==> config.mk <==
export PLATFORM = sky130hd
export DESIGN_NAME = imm_gen_pipe
export DESIGN_NICKNAME = d
export VERILOG_FILES = /design/src/rtl/imm_gen_pipe.sv
export SDC_FILE = /design/constraint.sdc
export NUM_CORES = 1
export LEC_CHECK = 0
export BUFFER_PORTS_ARGS = -buffer_cell sky130_fd_sc_hd__buf_2
export CAP_MARGIN = 20
export CORE_MARGIN = 4
export CORE_UTILIZATION = 40
export DETAILED_ROUTE_END_ITERATION = 8
export RECOVER_POWER = 100
export SKIP_LAST_GASP = 1
export SLEW_MARGIN = 20
export SYNTH_ARGS = -nofsm -noshare
export SYNTH_HDL_FRONTEND = slang
export SYNTH_SLANG_ARGS = --single-unit
==> constraint.sdc <==
create_clock -name clk -period 6.9 [get_ports clk]
set_clock_uncertainty 0.05 [all_clocks]
set_input_delay 0 -clock clk [delete_from_list [all_inputs] [get_ports clk]]
set_output_delay 0 -clock clk [all_outputs]
set_load 0.01 [all_outputs]
==> src/rtl/imm_gen_pipe.sv <==
// Registered immediate generator for the decode stage.
// Decodes the immediate selected by in_imm_type (RV32/RV64 base formats plus
// optional RVC formats), forms the PC-relative target and presents both
// through a single output register with a valid/ready handshake and flush.
module imm_gen_pipe #(
   parameter int XLEN = 32,
   parameter bit C_EN = 1'b1
) (
   input  logic            clk,
   input  logic            rst,
   input  logic            in_valid,
   output logic            in_ready,
   input  logic [31:0]     in_instr,
   input  logic [3:0]      in_imm_type,
   input  logic [XLEN-1:0] in_pc,
   input  logic            flush,
   output logic            out_valid,
   input  logic            out_ready,
   output logic [XLEN-1:0] out_imm,
   output logic [XLEN-1:0] out_target,
   output logic            out_illegal
);

   localparam logic [3:0] TYPE_NO      = 4'd0;
   localparam logic [3:0] TYPE_I       = 4'd1;
   localparam logic [3:0] TYPE_B       = 4'd2;
   localparam logic [3:0] TYPE_S       = 4'd3;
   localparam logic [3:0] TYPE_U       = 4'd4;
   localparam logic [3:0] TYPE_J       = 4'd5;
   localparam logic [3:0] TYPE_I_SHIFT = 4'd6;
   localparam logic [3:0] TYPE_CSR     = 4'd7;
   localparam logic [3:0] TYPE_C_I     = 4'd8;
   localparam logic [3:0] TYPE_C_J     = 4'd9;
   localparam logic [3:0] TYPE_C_B     = 4'd10;

   logic [XLEN-1:0] imm_s;
   logic [XLEN-1:0] target_s;
   logic            illegal_s;
   logic            accept_s;
   logic            valid_r;
   logic [XLEN-1:0] imm_r;
   logic [XLEN-1:0] target_r;
   logic            illegal_r;
   logic [1:0]      unused_instr_s;

   // The RVC opcode quadrant bits never contribute to an immediate.
   assign unused_instr_s = in_instr[1:0];

   // Immediate decode: every format is sign- or zero-extended straight to XLEN.
   always_comb begin
      imm_s     = '0;
      illegal_s = 1'b0;
      case (in_imm_type)
         TYPE_NO: begin
            imm_s = '0;
         end
         TYPE_I: begin
            imm_s = XLEN'($signed(in_instr[31:20]));
         end
         TYPE_B: begin
            imm_s = XLEN'($signed({in_instr[31], in_instr[7], in_instr[30:25],
                                   in_instr[11:8], 1'b0}));
         end
         TYPE_S: begin
            imm_s = XLEN'($signed({in_instr[31:25], in_instr[11:7]}));
         end
         TYPE_U: begin
            imm_s = XLEN'($signed({in_instr[31:12], 12'h000}));
         end
         TYPE_J: begin
            imm_s = XLEN'($signed({in_instr[31], in_instr[19:12], in_instr[20],
                                   in_instr[30:21], 1'b0}));
         end
         TYPE_I_SHIFT: begin
            // RV32 only has 5-bit shift amounts; shamt[5] set is reserved there.
            if (XLEN == 64) begin
               imm_s = XLEN'(in_instr[25:20]);
            end else begin
               imm_s     = XLEN'(in_instr[24:20]);
               illegal_s = in_instr[25];
            end
         end
         TYPE_CSR: begin
            imm_s = XLEN'(in_instr[19:15]);
         end
         TYPE_C_I: begin
            if (C_EN) begin
               imm_s = XLEN'($signed({in_instr[12], in_instr[6:2]}));
            end else begin
               illegal_s = 1'b1;
            end
         end
         TYPE_C_J: begin
            if (C_EN) begin
               imm_s = XLEN'($signed({in_instr[12], in_instr[8], in_instr[10:9],
                                      in_instr[6], in_instr[7], in_instr[2],
                                      in_instr[11], in_instr[5:3], 1'b0}));
            end else begin
               illegal_s = 1'b1;
            end
         end
         TYPE_C_B: begin
            if (C_EN) begin
               imm_s = XLEN'($signed({in_instr[12], in_instr[6:5], in_instr[2],
                                      in_instr[11:10], in_instr[4:3], 1'b0}));
            end else begin
               illegal_s = 1'b1;
            end
         end
         default: begin
            imm_s     = '0;
            illegal_s = 1'b1;
         end
      endcase
   end

   assign target_s = in_pc + imm_s;

   // No skid buffer: upstream may only push when the output slot is free or draining.
   assign in_ready = !valid_r || out_ready;
   assign accept_s = in_valid && in_ready && !flush;

   // Output register: reset beats flush, flush beats acceptance; data moves only on accept.
   always_ff @(posedge clk) begin
      if (rst) begin
         valid_r   <= 1'b0;
         imm_r     <= '0;
         target_r  <= '0;
         illegal_r <= 1'b0;
      end else if (flush) begin
         valid_r <= 1'b0;
      end else if (accept_s) begin
         valid_r   <= 1'b1;
         imm_r     <= imm_s;
         target_r  <= target_s;
         illegal_r <= illegal_s;
      end else if (out_ready) begin
         valid_r <= 1'b0;
      end else begin
         valid_r <= valid_r;
      end
   end

   assign out_valid   = valid_r;
   assign out_imm     = imm_r;
   assign out_target  = target_r;
   assign out_illegal = illegal_r;

endmodule

==> impl_results.md <==
- Net Count, Synth: ~770
- H-tree Lvls: 3
- Placer Congestion: ~0.97
- Setup_tns: 0 ns
- 1st-pass router iterations: 4
- Number of synthesized flops with an enable pin: 0
- Crit share post-route: 0.6227
- TritonCTS Buffers: 9
- Worst EP required: around 7.1 ns
- Pre-CTS WS: roughly 3.2 ns
- Crit path to: out_target[29]
- Synth cell types: 63
- Top FF cell, synth: dfxtp_1
- Detailed Place HPWL: 12,990 um
- Status: finished with violations
- Antenna violations before repair: 1
- CTS root buffer: clkbuf_16
- Overall Power: between 1 and 1.5 mW
- Mapped Avg Cell Area: 7.238 um2
- Register Area: around 1300 um2
- # rows: 39
- First DRT Iteration DRCs: 341
- Final Cell Area: approximately 5700 um2
- Bufs and invs on worst path: 1
- Slew @ Worst Pin: roughly 2.7 ns
- Worst setup SP type: register
- Reg2Reg Depth: 6
- WP depth: 6
- Vert. Die Dim: between 100 and 150 um
- Top-count cell post-synth: nand2_1
- Clock transition at the registers of the reported paths: approximately 0.050 ns
- Fill count: 1,216
- TritonCTS clock tree: built
- Final Hold Violating Endpoints: 0
- FF-to-FF Start: out_valid
- Share of layout cells above drive strength 1: 0.1261
- Average wire per standard cell: approximately 18 um
- Max frequency: 232.7 MHz
- # IOs: 140
- # diodes: 0
- Setup ws final: ~2.6 ns
- R2R Path End: out_target[29]
- Postcts setup bufs: 0
- Max-Cap Viols: 1
- Cells after Synth: roughly 660
- Later-pin clock latency in the skew report: between 0.3 and 0.4 ns
- Die area: around 14,000 um2
- Max transition margin: -0.7762
- Die X: about 120 um
- Port Buffers: roughly 140
- CORE AREA: ~12,000 um2
- Post_cts resized: 0
- Initial Util: 0.4156
- CTS hold repair buffers: 3
- Vias/cell: between 5 and 6
- Area Overhead vs Synth: 19.21%
- Post-synth ARST share: 0
- Top-area cell type share of the netlist area: 0.2749
- Fin Hold WS: roughly 0.019 ns
- Violated checks: capacitance limit, slew limit
- Cell total after placement: 902
- Final Util: 0.4954
- Synthesized flop and latch total: 66
- Clock sinks: 66
- RSZ-0062 raised after global routing: false
- Final setup vio count: 0
- Pin count of the biggest net entering global routing: 68
- Max FO, Critical Path: 56
- Final net count: between 800 and 900
- Multi-input gate area: around 3200 um2
- Worst path cell trace: nor2b_1 > nor3b_2 > clkbuf_1 > nand2b_1 > or4b_1 > o211ai_1
- Vias: between 5,000 and 6,000
- Drt total wl: between 15,000 and 20,000 um
- Commonest cells post-synth: nand2_1, a21oi_1, dfxtp_1, nor2_1, o21ai_0
- Synth top area cells: dfxtp_1, nand2_1, a21oi_1
- Max stage delay on crit path: 1.89 ns
- Synth warn: 0
- Post-synthesis sequential area ratio: 0.2749
- Min-delay worst type: primary input to register
- GR Util All Layers: 0.2395
- DP Area: between 5000 and 6000 um2
- Critical Path Slowest Stage Cell: clkbuf_1
- Peak supply drop: 97.87 uV
- ANT nets after route: 0
- Critical Path Source: out_valid
- Cell taking the most area after synthesis: dfxtp_1
- Leakage: approximately 2.5 nW
- First-pass GRT wire length: ~27,000 um
- Finished Layout Cells: 920
- Cell area after synthesis: about 4800 um2
- Pins Over Slew Limit: 57
- Kind of critical path: register to register
- Min Tclk post-route: approximately 4.3 ns
- Critical path endpoint category: register
- DRC: 0
- Maximum root-to-sink buffer count: 2
- GRT overflow: 0
- WP data arrival: approximately 4.5 ns
- Vias in the first global route: roughly 5,000
- Delay-heaviest family, CP: buffers and inverters
- Pwr/cell area: between 200 and 250 nW/um2
- FF-to-FF setup slack: between 2 and 3 ns
worst reg2reg max path: cells and delay by family (launching register included):
family | cells | cell delay [ns]
and+or+nand+nor | 4 | 1.89
buffers and inverters | 1 | 1.89
DFF | 1 | 0.31
AOI/OAI and AO/OA | 1 | 0.09
routing by layer:
metal	share of wire	up-vias	routed length (um)	GRT usage
met1	0.47	2488	7955	0.3378
met4	0.012	2	199	0.06007
li1	-	2620	-	-
met2	0.45	171	7626	0.3683
met3	0.069	19	1171	0.05622
met5	0.00041	-	7	0
cells by family after synthesis:
family	count (synthesis)	synth area share
AO/OA/AOI/OAI	203	0.2747
buffers and inverters	56	0.04816
AND/OR/NAND/NOR	288	0.2814
adder cells (fa/ha/maj)	32	0.08487
multiplexers	5	0.01041
flip-flops	66	0.2749
XOR/XNOR	14	0.02551
report_power, final:
group / leakage (nW) / switching (mW) / total (mW) / internal, mW
logic: 1.83 / 0.226 / 0.358 / 0.133
registers: 0.539 / 0.0127 / 0.419 / 0.406
clock network: 0.140 / 0.172 / 0.457 / 0.286
total: 2.51 / 0.410 / 1.23 / 0.825
cell type report:
class	count	area share
Inverter	11	0.007207
Sequential cell	66	0.2306
Clock buffer	10	0.04171
Clock inverter	5	0.009609
Timing Repair Buffer	143	0.1133
Multi-Input combinational cell	542	0.5663
Tap cell	143	0.03123
flip-flops by register name, indices dropped and copies added, names as in the netlist:
signal,cells
out_illegal,1
out_imm,32
out_target,32
out_valid,1
cell usage in the layout (no fill, tap or decap), types with 7 or more instances in the layout:
cell,instances
clkbuf_16,9
nor2b_1,12
inv_1,11
nor2_1,50
nand2_1,126
a21oi_1,78
clkbuf_1,69
buf_2,69
o21ai_0,37
nand3b_1,13
xor2_1,8
dfxtp_1,66
a21o_1,24
nor3_1,22
ha_1,31
o21a_1,7
nand4_1,11
nand3_1,19
how the worst min path moves through the flow:
stage,endpoint,cells past startpoint,start
after floorplan,out_valid,1,flush
after global placement,out_valid,2,flush
after detailed placement,out_valid,2,flush
after CTS,out_imm[14],4,in_instr[14]
after global routing,out_imm[14],4,in_instr[14]
final,out_imm[13],4,in_instr[13]
Note: power is estimated with default switching activity, not from simulation.
